### src/rtl/dct_if.sv
// Handshake and address/strobe bundle between the DCT control FSM and its datapath.
interface dct_if #(
  parameter int unsigned MEL_AW  = 5,
  parameter int unsigned CEP_AW  = 4,
  parameter int unsigned COEF_AW = 9
);
  logic               dct_start;
  logic               dct_abort;
  logic [MEL_AW-1:0]  mel_addr;
  logic [COEF_AW-1:0] coef_addr;
  logic               acc_clr;
  logic               mul_en;
  logic               add_en;
  logic [CEP_AW-1:0]  cep_addr;
  logic               write_cep_en;
  logic               busy;
  logic               dct_done;

  // Upstream/observer side: issues start/abort, sees the controller outputs.
  modport master (
    output dct_start, dct_abort,
    input  mel_addr, coef_addr, acc_clr, mul_en, add_en,
    input  cep_addr, write_cep_en, busy, dct_done
  );

  // Controller side.
  modport slave (
    input  dct_start, dct_abort,
    output mel_addr, coef_addr, acc_clr, mul_en, add_en,
    output cep_addr, write_cep_en, busy, dct_done
  );
endinterface

### src/rtl/dct_state_ctrl.sv
// DCT stage sequencer: for each cepstral index k, accumulates logmel[n]*coef[k][n]
// over all n using the shared multi-cycle multiplier/adder, then writes cep[k].
module dct_state_ctrl #(
  parameter int unsigned NUM_MEL     = 26,
  parameter int unsigned NUM_CEP     = 13,
  parameter int unsigned MEL_AW      = 5,
  parameter int unsigned CEP_AW      = 4,
  parameter int unsigned COEF_AW     = 9,
  parameter int unsigned LOOPS_MUL   = 10,
  parameter int unsigned LOOPS_ADD   = 10,
  parameter int unsigned LOOPS_WRITE = 2
) (
  input  logic clk,
  input  logic rst_n,
  dct_if.slave bus
);

  localparam int unsigned TW = 4;
  localparam logic [MEL_AW-1:0]  N_LAST   = MEL_AW'(NUM_MEL - 1);
  localparam logic [CEP_AW-1:0]  K_LAST   = CEP_AW'(NUM_CEP - 1);
  localparam logic [COEF_AW-1:0] BASE_INC = COEF_AW'(NUM_MEL);

  typedef enum logic [2:0] {
    S_IDLE, S_CLR, S_READ, S_MUL, S_ADD, S_WRITE, S_DONE
  } state_t;

  state_t             state, state_nx;
  logic [TW-1:0]      timer, timer_nx;
  logic [MEL_AW-1:0]  n, n_nx;
  logic [CEP_AW-1:0]  k, k_nx;
  logic [COEF_AW-1:0] base, base_nx;

  logic [MEL_AW-1:0]  mel_addr_q, mel_addr_nx;
  logic [COEF_AW-1:0] coef_addr_q, coef_addr_nx;
  logic [CEP_AW-1:0]  cep_addr_q, cep_addr_nx;
  logic acc_clr_q, acc_clr_nx;
  logic mul_en_q, mul_en_nx;
  logic add_en_q, add_en_nx;
  logic write_q, write_nx;
  logic busy_q, busy_nx;
  logic done_q, done_nx;

  // State, loop counters and registered Moore outputs.
  always_ff @(posedge clk or negedge rst_n) begin
    if (!rst_n) begin
      state       <= S_IDLE;
      timer       <= '0;
      n           <= '0;
      k           <= '0;
      base        <= '0;
      mel_addr_q  <= '0;
      coef_addr_q <= '0;
      cep_addr_q  <= '0;
      acc_clr_q   <= 1'b0;
      mul_en_q    <= 1'b0;
      add_en_q    <= 1'b0;
      write_q     <= 1'b0;
      busy_q      <= 1'b0;
      done_q      <= 1'b0;
    end else begin
      state       <= state_nx;
      timer       <= timer_nx;
      n           <= n_nx;
      k           <= k_nx;
      base        <= base_nx;
      mel_addr_q  <= mel_addr_nx;
      coef_addr_q <= coef_addr_nx;
      cep_addr_q  <= cep_addr_nx;
      acc_clr_q   <= acc_clr_nx;
      mul_en_q    <= mul_en_nx;
      add_en_q    <= add_en_nx;
      write_q     <= write_nx;
      busy_q      <= busy_nx;
      done_q      <= done_nx;
    end
  end

  // Next-state/counter update, then output decode of the upcoming state so the
  // output registers always reflect the current state.
  always_comb begin
    state_nx     = state;
    timer_nx     = timer;
    n_nx         = n;
    k_nx         = k;
    base_nx      = base;
    mel_addr_nx  = '0;
    coef_addr_nx = '0;
    cep_addr_nx  = '0;
    acc_clr_nx   = 1'b0;
    mul_en_nx    = 1'b0;
    add_en_nx    = 1'b0;
    write_nx     = 1'b0;
    done_nx      = 1'b0;

    if (state != S_IDLE && bus.dct_abort) begin
      state_nx = S_IDLE;
      timer_nx = '0;
      n_nx     = '0;
      k_nx     = '0;
      base_nx  = '0;
    end else begin
      unique case (state)
        S_IDLE: if (bus.dct_start && !bus.dct_abort) state_nx = S_CLR;
        S_CLR: begin
          n_nx     = '0;
          state_nx = S_READ;
        end
        S_READ: begin
          timer_nx = TW'(LOOPS_MUL - 1);
          state_nx = S_MUL;
        end
        S_MUL: begin
          if (timer == '0) begin
            timer_nx = TW'(LOOPS_ADD - 1);
            state_nx = S_ADD;
          end else begin
            timer_nx = timer - TW'(1);
          end
        end
        S_ADD: begin
          if (timer != '0) begin
            timer_nx = timer - TW'(1);
          end else if (n == N_LAST) begin
            timer_nx = TW'(LOOPS_WRITE - 1);
            state_nx = S_WRITE;
          end else begin
            n_nx     = n + MEL_AW'(1);
            state_nx = S_READ;
          end
        end
        S_WRITE: begin
          if (timer != '0) begin
            timer_nx = timer - TW'(1);
          end else if (k == K_LAST) begin
            state_nx = S_DONE;
          end else begin
            k_nx     = k + CEP_AW'(1);
            base_nx  = base + BASE_INC;
            state_nx = S_CLR;
          end
        end
        S_DONE: begin
          timer_nx = '0;
          n_nx     = '0;
          k_nx     = '0;
          base_nx  = '0;
          state_nx = S_IDLE;
        end
        default: state_nx = S_IDLE;
      endcase
    end

    unique case (state_nx)
      S_CLR:   acc_clr_nx = 1'b1;
      S_READ, S_MUL, S_ADD: begin
        mel_addr_nx  = n_nx;
        coef_addr_nx = base_nx + COEF_AW'(n_nx);
        mul_en_nx    = (state_nx == S_MUL);
        add_en_nx    = (state_nx == S_ADD);
      end
      S_WRITE: begin
        write_nx    = 1'b1;
        cep_addr_nx = k_nx;
      end
      S_DONE:  done_nx = 1'b1;
      default: ;
    endcase
    busy_nx = (state_nx != S_IDLE);
  end

  assign bus.mel_addr     = mel_addr_q;
  assign bus.coef_addr    = coef_addr_q;
  assign bus.cep_addr     = cep_addr_q;
  assign bus.acc_clr      = acc_clr_q;
  assign bus.mul_en       = mul_en_q;
  assign bus.add_en       = add_en_q;
  assign bus.write_cep_en = write_q;
  assign bus.busy         = busy_q;
  assign bus.dct_done     = done_q;

endmodule
### src/flat_wrapper.sv
// flat-port wrapper written by rule: the top's interface ports become plain ports
module dct_state_ctrl_flat 
#(
  parameter int unsigned NUM_MEL     = 26,
  parameter int unsigned NUM_CEP     = 13,
  parameter int unsigned MEL_AW      = 5,
  parameter int unsigned CEP_AW      = 4,
  parameter int unsigned COEF_AW     = 9,
  parameter int unsigned LOOPS_MUL   = 10,
  parameter int unsigned LOOPS_ADD   = 10,
  parameter int unsigned LOOPS_WRITE = 2
)
  (clk, rst_n, bus_dct_start, bus_dct_abort, bus_mel_addr, bus_coef_addr, bus_acc_clr, bus_mul_en, bus_add_en, bus_cep_addr, bus_write_cep_en, bus_busy, bus_dct_done);
  dct_if #(.MEL_AW(MEL_AW), .CEP_AW(CEP_AW), .COEF_AW(COEF_AW)) bus_i ();
  input  logic clk;
  input  logic rst_n;
  input wire logic [$bits(bus_i.dct_start)-1:0] bus_dct_start;
  input wire logic [$bits(bus_i.dct_abort)-1:0] bus_dct_abort;
  output wire logic [$bits(bus_i.mel_addr)-1:0] bus_mel_addr;
  output wire logic [$bits(bus_i.coef_addr)-1:0] bus_coef_addr;
  output wire logic [$bits(bus_i.acc_clr)-1:0] bus_acc_clr;
  output wire logic [$bits(bus_i.mul_en)-1:0] bus_mul_en;
  output wire logic [$bits(bus_i.add_en)-1:0] bus_add_en;
  output wire logic [$bits(bus_i.cep_addr)-1:0] bus_cep_addr;
  output wire logic [$bits(bus_i.write_cep_en)-1:0] bus_write_cep_en;
  output wire logic [$bits(bus_i.busy)-1:0] bus_busy;
  output wire logic [$bits(bus_i.dct_done)-1:0] bus_dct_done;
  assign bus_i.dct_start = bus_dct_start;
  assign bus_i.dct_abort = bus_dct_abort;
  assign bus_mel_addr = bus_i.mel_addr;
  assign bus_coef_addr = bus_i.coef_addr;
  assign bus_acc_clr = bus_i.acc_clr;
  assign bus_mul_en = bus_i.mul_en;
  assign bus_add_en = bus_i.add_en;
  assign bus_cep_addr = bus_i.cep_addr;
  assign bus_write_cep_en = bus_i.write_cep_en;
  assign bus_busy = bus_i.busy;
  assign bus_dct_done = bus_i.dct_done;
  dct_state_ctrl #(.NUM_MEL(NUM_MEL), .NUM_CEP(NUM_CEP), .MEL_AW(MEL_AW), .CEP_AW(CEP_AW), .COEF_AW(COEF_AW), .LOOPS_MUL(LOOPS_MUL), .LOOPS_ADD(LOOPS_ADD), .LOOPS_WRITE(LOOPS_WRITE)) u_core (.clk(clk), .rst_n(rst_n), .bus(bus_i));
endmodule
### config.mk
export PLATFORM = sky130hd
export DESIGN_NAME = dct_state_ctrl_flat
export DESIGN_NICKNAME = d
export VERILOG_FILES = /design/src/rtl/dct_if.sv /design/src/rtl/dct_state_ctrl.sv /design/src/flat_wrapper.sv
export SDC_FILE = /design/constraint.sdc
export NUM_CORES = 1
export LEC_CHECK = 0
export BUFFER_PORTS_ARGS = -buffer_cell sky130_fd_sc_hd__buf_4
export CAP_MARGIN = 20
export CORE_AREA = 2 2 108 110
export CTS_BUF_LIST = sky130_fd_sc_hd__clkbuf_2
export CTS_CLUSTER_SIZE = 8
export DETAILED_ROUTE_END_ITERATION = 12
export DIE_AREA = 0 0 110 112
export GPL_TIMING_DRIVEN = 0
export PLACE_DENSITY = 0.52
export SLEW_MARGIN = 15
export SYNTH_ARGS = -nofsm -noshare
export SYNTH_HDL_FRONTEND = slang
export SYNTH_SLANG_ARGS = --single-unit
### constraint.sdc
create_clock -name clk -period 4.2 [get_ports clk]
set_input_delay 0.42 -clock clk [delete_from_list [all_inputs] [get_ports clk]]
set_output_delay 0.42 -clock clk [all_outputs]
set_load 0.03 [all_outputs]
==> impl_metrics.csv, run 1 <==
group,metric,value,unit
routing,dr.pass1.iters,4,
cts,cts_htree_levels,2,
grt,grt.total_usage,0.111,
cts,cts.sinks,49,
placed_design,place_ws,0.236,ns
timing,fin_crit_sh,0.914,
layout,final_cell_mix,"49 x dfrtp_1, 27 x nor2_1, 26 x buf_4",
timing,max_freq,260,MHz
timing,fin_skew,0.0115,ns
die,die-area,12300,µm²
setup_path,worstPathArrival,4.22,ns
routing,vias,2256,
pwr,power.density,428,nW/µm²
die,initial_core_util,0.244,
routing,routed_wl,6.40,mm
layout,nNetsFinal,345,
routing,avgViaCountPerCell,4.78,
routing,wl_per_cell,13.6,µm
timing,setup_ws,0.361,ns
synth,synth_mux_area_frac,0.00779,
placed_design,dp.final_hpwl,4.70,mm
timing,post-route-min-period,3.84,ns
run,cap_violations,0,
die,core.rowCount,39,
synth,synth.distinct_cells,58,
placed_design,gp_congestion,0.875,
synth,synth_seq_cells,49,
grt,grt_pass1_wl,10.8,mm
setup_path,path_class,"reg2reg",
routing,drt-initial-drc-count,108,
synth,ys_warn_count,0,
pwr,peakVddDrop,0.181,mV
synth,synth-edff-count,0,
grt,grt_max_degree,50,
die,die_h,112,µm
timing,tightestPinTransition,0.806,ns
layout,area_growth,16.4,%
synth,yosysSeqAreaShare,0.449,
synth,synthXorXnorAreaFrac,0.0224,
timing,hold_viol,0,
status,status,"finished clean",
synth,synthCells,294,
cts,insertion_delay,0.43,ns
layout,drive_gt1_frac,0.149,
setup_path,crit_fanout,10,
cts,numCtsBuffers,5,
setup_path,crit_required,4.58,ns
placed_design,postPlaceCellArea,3110,µm²
synth,synth_top_family_by_area,"simple AND/OR/NAND/NOR gates",
grt,grt_overflow,0,
synth,synthArstFlopShare,1.00,
layout,stdcell_area,3180,µm²
cts,cts_root_buf,"clkbuf_2",
hold_path,hold_path.class,"in2reg",
layout,n_antenna_cell,0,
timing,rsz0062_at_grt,"false",
synth,synth_compound_area_frac,0.169,
timing,setup_violations,0,
layout,n_fill_cell,1180,
setup_path,cp-start-kind,"flop",
setup_path,cp-end-kind,"flop",
layout,final_common_cell,"dfrtp_1",
cts,cts_tree,"yes",
synth,syn-cell-area,2730,µm²
die,core,11200,µm²
cts,cts.clk_slew.worst_paths,0.27,ns
synth,synth_fa_ha_area_frac,0.0623,
synth,yosys_most_used_dff,"dfrtp_1",
die,die_x,110,µm
timing,holdWs,0.500,ns
pwr,leakagePower,1.46,nW
synth,syn_nets,311,
cts,cts_buffer_depth,2,
grt,grt_pass1_vias,2214,
timing,report.final.slew_viol_count,0,
timing,setup_tns,0,ns
routing,antenna_left,0,
synth,synth-simple-area-share,0.249,
die,io_pins,28,
placed_design,port_buffers,26,
timing,slew_headroom,0.462,
grt,antenna_found_initial,0,
routing,drcViolationCount,0,
synth,synth_area_per_cell,9.29,µm²
## worst max-delay path, cell delays in order (launching register included)
cell	delay, ns
dfrtp_1	0.45
inv_1	0.12
ha_1	0.27
nor3b_4	0.26
buf_2	0.25
nand3_1	0.20
o21ai_0	0.20
and2_1	0.19
ha_1	0.21
inv_1	0.07
fa_1	0.38
nor2b_1	0.18
o21a_1	0.16
o21a_1	0.14
o211ai_1	0.14
or4_1	0.42
a21oi_1	0.15
## path summary, 6_finish.rpt
kind,start,to,cells past startpoint,slack (ns)
setup / recovery,u_core.timer[0],u_core.bus.coef_addr[8],16,0.36
hold / removal,bus_dct_start,u_core.bus.add_en,4,0.50
setup reg to reg,u_core.timer[0],u_core.bus.coef_addr[8],16,0.36
hold reg to reg,u_core.timer[1],u_core.timer[1],2,0.55
max in group asynchronous,rst_n,u_core.n[4],2,3.28
min in group asynchronous,rst_n,u_core.base[8],2,0.52
## flip-flops by register name, indices dropped and copies added (netlist names)
register / count
u_core.base: 9
u_core.bus.acc_clr: 1
u_core.bus.add_en: 1
u_core.bus.busy: 1
u_core.bus.cep_addr: 4
u_core.bus.coef_addr: 9
u_core.bus.dct_done: 1
u_core.bus.mel_addr: 5
u_core.bus.mul_en: 1
u_core.bus.write_cep_en: 1
u_core.k: 4
u_core.n: 5
u_core.state: 3
u_core.timer: 4
## kinds of logic (layout without fill, tap and decap cells)
family          after synthesis  in the layout
xor+xnor                      7              7
buf+inv                      28             63
simple gates                124            124
flops                        49             49
mux                           2              2
fa+ha+maj                    13             13
compound gates               71             71
## per-layer routing
layer,up-vias,GRT usage,share of wire
li1,1125,-,-
met1,1097,0.148,0.46
met2,28,0.183,0.50
met3,6,0.0199,0.028
met4,0,0.0278,0.011
met5,-,0,0
## cells in the mapped netlist (all sizes together), types with 2 or more instances
library cell / count / area share
a211oi: 5 / 0.014
a21boi: 2 / 0.0055
a21oi: 16 / 0.029
and2: 4 / 0.0092
and3: 13 / 0.030
buf: 4 / 0.0069
clkbuf: 7 / 0.010
dfrtp: 49 / 0.45
ha: 12 / 0.055
inv: 17 / 0.023
nand2: 21 / 0.029
nand2b: 6 / 0.014
nand3: 10 / 0.018
nand4: 4 / 0.0092
nor2: 27 / 0.037
nor2b: 3 / 0.0069
nor3: 14 / 0.026
nor3b: 5 / 0.014
nor4: 4 / 0.0092
o21a: 6 / 0.016
o21ai: 20 / 0.037
o22ai: 2 / 0.0046
o311ai: 2 / 0.0064
o31ai: 3 / 0.0082
or3: 3 / 0.0087
or3b: 2 / 0.0064
or4: 2 / 0.0069
xnor2: 4 / 0.013
xor2: 3 / 0.0096
## stage by stage
| stage | utilization | power (mW) | std cells |
|---|---|---|---|
| finish | 0.285 | 1.36 | 472 |
| floorplan | - | 0.990 | 294 |
| global route | 0.285 | 1.48 | 472 |
| CTS | 0.283 | 1.37 | 472 |
| global placement | 0.278 | 1.15 | 463 |
| detailed placement | 0.278 | 1.16 | 463 |
## repair_timing
item / in CTS / in global routing
setup endpoints to repair: 0 / 2
endpoints found under the hold margin: 49 / 0
hold buffers: 1 / 0
buffers inserted: 0 / 0
gates resized for setup: 0 / 3
## report_power, final
part / leakage [nW] / internal (mW) / switching [mW]
combinational: 0.771 / 0.208 / 0.400
clock: 0.0212 / 0.0399 / 0.162
sequential: 0.672 / 0.515 / 0.0364
## area by class of cell
type / instances / area [µm²] / area share
Buffer: 11 / 46.3 / 0.0146
Clock buffer: 5 / 25.0 / 0.00787
Clock inverter: 3 / 22.5 / 0.00708
Inverter: 17 / 63.8 / 0.0201
Multi-Input combinational cell: 217 / 1410 / 0.444
Sequential cell: 49 / 1230 / 0.386
Tap cell: 143 / 179 / 0.0563
Timing Repair Buffer: 27 / 205 / 0.0645
Power figures use the tool's default switching activity.
==> inputs of run 2 (changes only) <==
- ABC_AREA: default -> 1
==> run 2 against run 1 <==
Against the previous run: critical path type unchanged; wire length shrank 5.9%; first-iteration DRC count shrank 27%; power grew 11%; critical path depth grew 4; via count shrank 1.4%; largest power group unchanged.
==> impl_metrics.csv, run 2 <==
group,metric,value,unit
status,status,"finished clean",
setup_path,reg2reg_depth,20,
layout,final_cell_mix,"56 x nand2_1, 54 x inv_1, 49 x dfrtp_1",
synth,synth-edff-count,0,
cts,cts-resized-gates,0,
synth,syn_nets,355,
cts,cts.sinks,49,
timing,fin_crit_sh,0.832,
pwr,peakVddDrop,0.212,mV
die,initial_core_util,0.244,
die,io_pins,28,
routing,vias,2224,
grt,grt_max_degree,50,
routing,routed_wl,6.03,mm
timing,slew_headroom,0.580,
cts,insertion_delay,0.42,ns
grt,grt.total_usage,0.107,
timing,fin_skew,0.0223,ns
synth,ys_warn_count,0,
hold_path,hold_path.class,"in2reg",
timing,tightestPinTransition,0.630,ns
grt,antenna_found_initial,0,
synth,synthTopCellsByCount,"56 x nand2_1, 54 x inv_1, 49 x dfrtp_1",
timing,setup_tns,0,ns
synth,synth_top_area_cell,"dfrtp_1",
setup_path,crit_top_cell,"nand2_1",
synth,synth_most_common_cell,"nand2_1",
setup_path,cp_slowest_cell,"fa_1",
layout,stdcell_area,3160,µm²
timing,hold_viol,0,
timing,post-route-min-period,3.49,ns
synth,synth_top_area_share,0.449,
cts,cts.clk_slew.worst_paths,0.24,ns
hold_path,holdPathStages,4,
synth,synth_area_per_cell,8.08,µm²
setup_path,cp-end-kind,"flop",
synth,synth_seq_cells,49,
timing,report.final.slew_viol_count,0,
cts,cts_tree,"yes",
layout,area_growth,15.7,%
synth,yosysSeqAreaShare,0.449,
layout,drive_gt1_frac,0.204,
routing,avgViaCountPerCell,4.31,
setup_path,crit_chain,"inv_1, ha_1, nand3_2, buf_2, nor2_2, nand2_1, inv_1, a21oi_1, a211oi_1, inv_1, fa_1, nand3b_1, nand2_1, nand2_1, nand2_1, nand4_1, nor2_1, nand3_1, nand2_1, nor2_1",
setup_path,crit_required,4.55,ns
synth,synthArstFlopShare,1.00,
grt,grt_overflow,0,
pwr,finalPower,1.51,mW
run,cap_violations,0,
setup_path,path_class,"reg2reg",
die,die-area,12300,µm²
pwr,power.density,479,nW/µm²
cts,holdBufCountCts,1,
cts,numCtsBuffers,5,
die,core.rowCount,39,
routing,drt-initial-drc-count,79,
placed_design,dp.final_hpwl,4.46,mm
synth,syn-cell-area,2730,µm²
routing,antenna_left,0,
routing,dr.pass1.iters,4,
die,core,11200,µm²
cts,cts_buffer_depth,2,
routing,wl_per_cell,11.7,µm
setup_path,critPathMaxStageDelay,0.46,ns
cts,postCtsSetupRepairBufs,0,
placed_design,postPlaceCellArea,3110,µm²
pwr,leakagePower,1.64,nW
routing,drcViolationCount,0,
synth,yosys_most_used_dff,"dfrtp_1",
layout,final_common_cell,"nand2_1",
synth,synthCells,338,
die,die_x,110,µm
cts,cts_htree_levels,2,
grt,grt_pass1_vias,2304,
placed_design,port_buffers,27,
placed_design,gp_congestion,0.897,
layout,n_antenna_cell,0,
synth,synth.area.top_cells,"dfrtp_1 45%, nand2_1 7.7%, inv_1 7.4%",
layout,nNetsFinal,390,
timing,max_freq,286,MHz
setup_path,crit_fanout,10,
die,die_h,112,µm
timing,rsz0062_at_grt,"false",
grt,grt_pass1_wl,10.4,mm
cts,cts_root_buf,"clkbuf_2",
timing,setup_violations,0,
setup_path,cp-start-kind,"flop",
setup_path,worstPathArrival,3.84,ns
synth,synth.distinct_cells,32,
[run 2: critical path, delay by kind of cell, from the launching register on]
family | cells | cell delay (ns)
buf+inv | 4 | 0.60
flops | 1 | 0.44
fa+ha+maj | 2 | 0.63
compound gates | 2 | 0.43
simple gates | 12 | 1.32
[run 2: report_power, final]
group          leakage, nW  total (mW)  internal, mW  switching, mW
combinational        0.946       0.729         0.227          0.501
sequential           0.670       0.597         0.545         0.0520
clock               0.0225       0.188        0.0358          0.152
[run 2: layout make-up]
cell class	count	area, µm²
fill	1195	8020
multi-input combinational	221	1240
sequential	49	1230
inverter	64	240
timing repair buffer	28	213
tap	143	179
buffer	4	26.3
clock buffer	5	25.0
clock inverter	2	11.3
[run 2: worst paths after layout]
path | start | to | slack [ns]
worst min-delay path | bus_dct_abort | u_core.base[2] | 0.43
max in group asynchronous | rst_n | u_core.bus.cep_addr[3] | 3.26
worst max-delay path | u_core.timer[0] | u_core.bus.coef_addr[8] | 0.71
worst max register to register | u_core.timer[0] | u_core.bus.coef_addr[8] | 0.71
min in group asynchronous | rst_n | u_core.bus.coef_addr[0] | 0.51
worst min register to register | u_core.base[0] | u_core.base[0] | 0.53
[run 2: cells by family after synthesis]
group           count (synthesis)  synth area share
flops                          49             0.449
xor+xnor                        7            0.0225
buf+inv                        68            0.0976
compound gates                 45            0.0907
fa+ha+maj                      13            0.0623
simple gates                  156             0.278
[run 2: metrics by stage]
| step | util | setup slack, ns | hold slack [ns] | std cells |
|---|---|---|---|---|
| after global placement | 0.278 | 0.690 | 0.485 | 508 |
| after global routing | 0.283 | 0.135 | 0.408 | 516 |
| final | 0.283 | 0.707 | 0.427 | 516 |
| after detailed placement | 0.278 | 0.692 | 0.498 | 508 |
| after floorplan | - | 1.28 | 0.124 | 338 |
| after CTS | 0.283 | 0.651 | 0.408 | 516 |
[run 2: per-layer routing]
metal  wire length [µm]  global-route usage  vias up
li1                   -                   -     1132
met4                 79              0.0397        0
met3                298              0.0240        8
met2               2890               0.171       45
met5                  0                   0        -
met1               2760               0.140     1039
==> inputs of run 3 (changes only) <==
- ABC_AREA: 1 -> 0
- clock period: 4.2 -> 3.5 ns (I/O delays scaled with it)
==> run 3 against run 2 <==
Against the previous run: sequential share of layout area is 2.0 points lower; sequential power is 11% higher; power is 15% higher; via count is 4.3% higher; core utilization is 1.5 points higher; worst setup slack worse by 0.54 ns; fmax is 4.9% higher; critical path type unchanged; highest routed layer unchanged.
==> impl_metrics.csv, run 3 (synthesized netlist as in run 1, its figures left out) <==
group,metric,value,unit
pwr,clockPowerShare,0.139,
cts,cts_htree_levels,2,
setup_path,critPathMaxStageDelay,0.46,ns
routing,antenna_left,0,
setup_path,cp-start-kind,"flop",
pwr,leakagePower,1.53,nW
layout,final_cell_mix,"48 x dfrtp_1, 36 x buf_4, 27 x nor2_1",
grt,grt.total_usage,0.113,
status,status,"finished clean",
die,die_h,112,µm
placed_design,port_buffers,26,
pwr,switching_share,0.435,
setup_path,crit_chain,"inv_2, ha_4, nor3b_4, buf_6, nand3_2, o21ai_2, and2_4, ha_2, inv_1, fa_2, nor2b_4, o21a_1, o21a_1, o211ai_1, or4_1, a21oi_1",
setup_path,r2r_start,"u_core.timer[0]",
placed_design,dp.final_hpwl,4.70,mm
setup_path,worstPathArrival,3.71,ns
setup_path,crit_family,"simple AND/OR/NAND/NOR gates",
timing,report.final.slew_viol_count,0,
cts,cts_tree,"yes",
layout,area_growth,21.9,%
die,core.rowCount,39,
cts,cts.sinks,49,
pwr,combinationalPowerShare,0.480,
setup_path,path_class,"reg2reg",
hold_path,holdPathStages,4,
setup_path,r2r_end,"u_core.bus.coef_addr[8]",
die,io_pins,28,
grt,grt_pass1_wl,11.0,mm
hold_path,hold_start,"bus_dct_start",
layout,final_common_cell,"dfrtp_1",
cts,cts_root_buf,"clkbuf_2",
timing,post-route-min-period,3.33,ns
cts,cts_buffer_depth,2,
layout,nNetsFinal,353,
setup_path,crit_top_cell,"o21a_1",
timing,max_freq,300,MHz
die,initial_core_util,0.244,
timing,rsz0062_at_grt,"false",
timing,slew_headroom,0.450,
setup_path,crit_fanout,8,
timing,fin_skew,0.0121,ns
grt,antenna_found_initial,0,
pwr,power.density,523,nW/µm²
routing,avgViaCountPerCell,4.83,
die,die-area,12300,µm²
cts,cts.clk_slew.worst_paths,0.27,ns
hold_path,hold_path.class,"in2reg",
run,cap_violations,0,
placed_design,dpl.cell_count,463,
placed_design,gp_congestion,0.875,
setup_path,reg2reg_depth,16,
layout,n_fill_cell,1174,
pwr,peakVddDrop,0.175,mV
die,die_x,110,µm
pwr,p_sw,0.758,mW
grt,grt_pass1_vias,2256,
setup_path,ff2ff_setup_slack,0.17,ns
timing,holdWs,0.420,ns
grt,grt_overflow,0,
pwr,p_int,0.983,mW
grt,grt_max_degree,50,
layout,drive_gt1_frac,0.231,
routing,drt-initial-drc-count,111,
setup_path,crit_required,3.88,ns
cts,numCtsBuffers,5,
routing,wl_per_cell,13.8,µm
pwr,pwr-share-seq,0.381,
timing,fin_crit_sh,0.951,
routing,dr.pass1.iters,4,
layout,n_antenna_cell,0,
timing,tightestPinTransition,0.826,ns
layout,stdcell_count,480,
timing,setup_violations,0,
setup_path,cp-end-kind,"flop",
timing,hold_viol,0,
routing,routed_wl,6.63,mm
setup_path,cp.buffers_inverters,3,
routing,drcViolationCount,0,
die,core,11200,µm²
cts,insertion_delay,0.43,ns
hold_path,hold_end,"u_core.bus.add_en",
setup_path,cp_slowest_cell,"dfrtp_1",
routing,vias,2319,
==> run 3: changes by cell type in the layout (fill, tap and decap cells not counted), sizes merged, moves of 6 or more <==
| cell | change |
|---|---|
| inv | -47 |
| nand3 | -14 |
| nand2b | +6 |
| buf | +9 |
| nor3 | +9 |
| and3 | +13 |
| nand2 | -41 |
| nand4 | -6 |
| nor2 | -23 |
==> run 3: timing repair <==
item,CTS,global route
pin swaps,2,2
hold buffers,1,0
resized for setup,15,18
gates cloned,0,0
setup endpoints to repair,4,3
endpoints found under the hold margin,49,0
buffers inserted,4,6
==> run 3: final cells by class <==
type                       instances  area [µm²]  area share
buffer                             9        48.8      0.0147
clock buffer                       5        25.0     0.00751
clock inverter                     3        22.5     0.00676
inverter                          17        63.8      0.0192
multi-input combinational        217        1480       0.446
sequential                        49        1230       0.369
tap                              143         179      0.0537
timing repair buffer              37         280      0.0841
==> run 3: routing by layer <==
metal / vias up / wire length (µm) / track usage
met5: - / 0 / 0
met4: 0 / 73 / 0.0270
met3: 6 / 164 / 0.0199
met2: 25 / 3320 / 0.189
met1: 1145 / 3070 / 0.150
li1: 1143 / - / -
==> run 3: worst reg2reg max path: stages, from the launching register on <==
cell and delay, ns:
dfrtp_1 0.46, inv_2 0.10, ha_4 0.17, nor3b_4 0.21, buf_6 0.16, nand3_2 0.14
o21ai_2 0.15, and2_4 0.16, ha_2 0.19, inv_1 0.06, fa_2 0.36, nor2b_4 0.13
o21a_1 0.14, o21a_1 0.14, o211ai_1 0.16, or4_1 0.42, a21oi_1 0.15
==> run 3: power groups by stage <==
stage / Sequential [mW] / Combinational, mW / Clock (mW)
after floorplan: 0.696 / 0.492 / 0
after global placement: 0.667 / 0.714 / 0
after detailed placement: 0.668 / 0.725 / 0
after CTS: 0.661 / 0.784 / 0.261
after global routing: 0.672 / 0.925 / 0.281
final: 0.663 / 0.836 / 0.242
==> run 3: metrics by stage <==
stage	setup slack (ns)	util	instance area [µm²]	TNS [ns]	power (mW)
after global routing	0.00362	0.298	3330	0	1.88
after CTS	0.0143	0.291	3250	0	1.71
after floorplan	0.0659	-	2730	0	1.19
final	0.170	0.298	3330	0	1.74
after detailed placement	-0.464	0.278	3110	-1.03	1.39
after global placement	-0.504	0.278	3110	-1.14	1.38
==> run 3: worst max-delay path by stage <==
stage | to | slack, ns | start | cells past startpoint
3_3_place_gp | u_core.bus.coef_addr[8] | -0.50 | u_core.timer[0] | 15
4_1_cts | u_core.bus.coef_addr[8] | 0.01 | u_core.state[2] | 16
2_1_floorplan | u_core.bus.coef_addr[8] | 0.07 | u_core.timer[0] | 16
6_report | u_core.bus.coef_addr[8] | 0.17 | u_core.timer[0] | 16
3_5_place_dp | u_core.bus.coef_addr[8] | -0.46 | u_core.timer[0] | 15
5_1_grt | u_core.bus.coef_addr[8] | 0.004 | u_core.timer[0] | 16
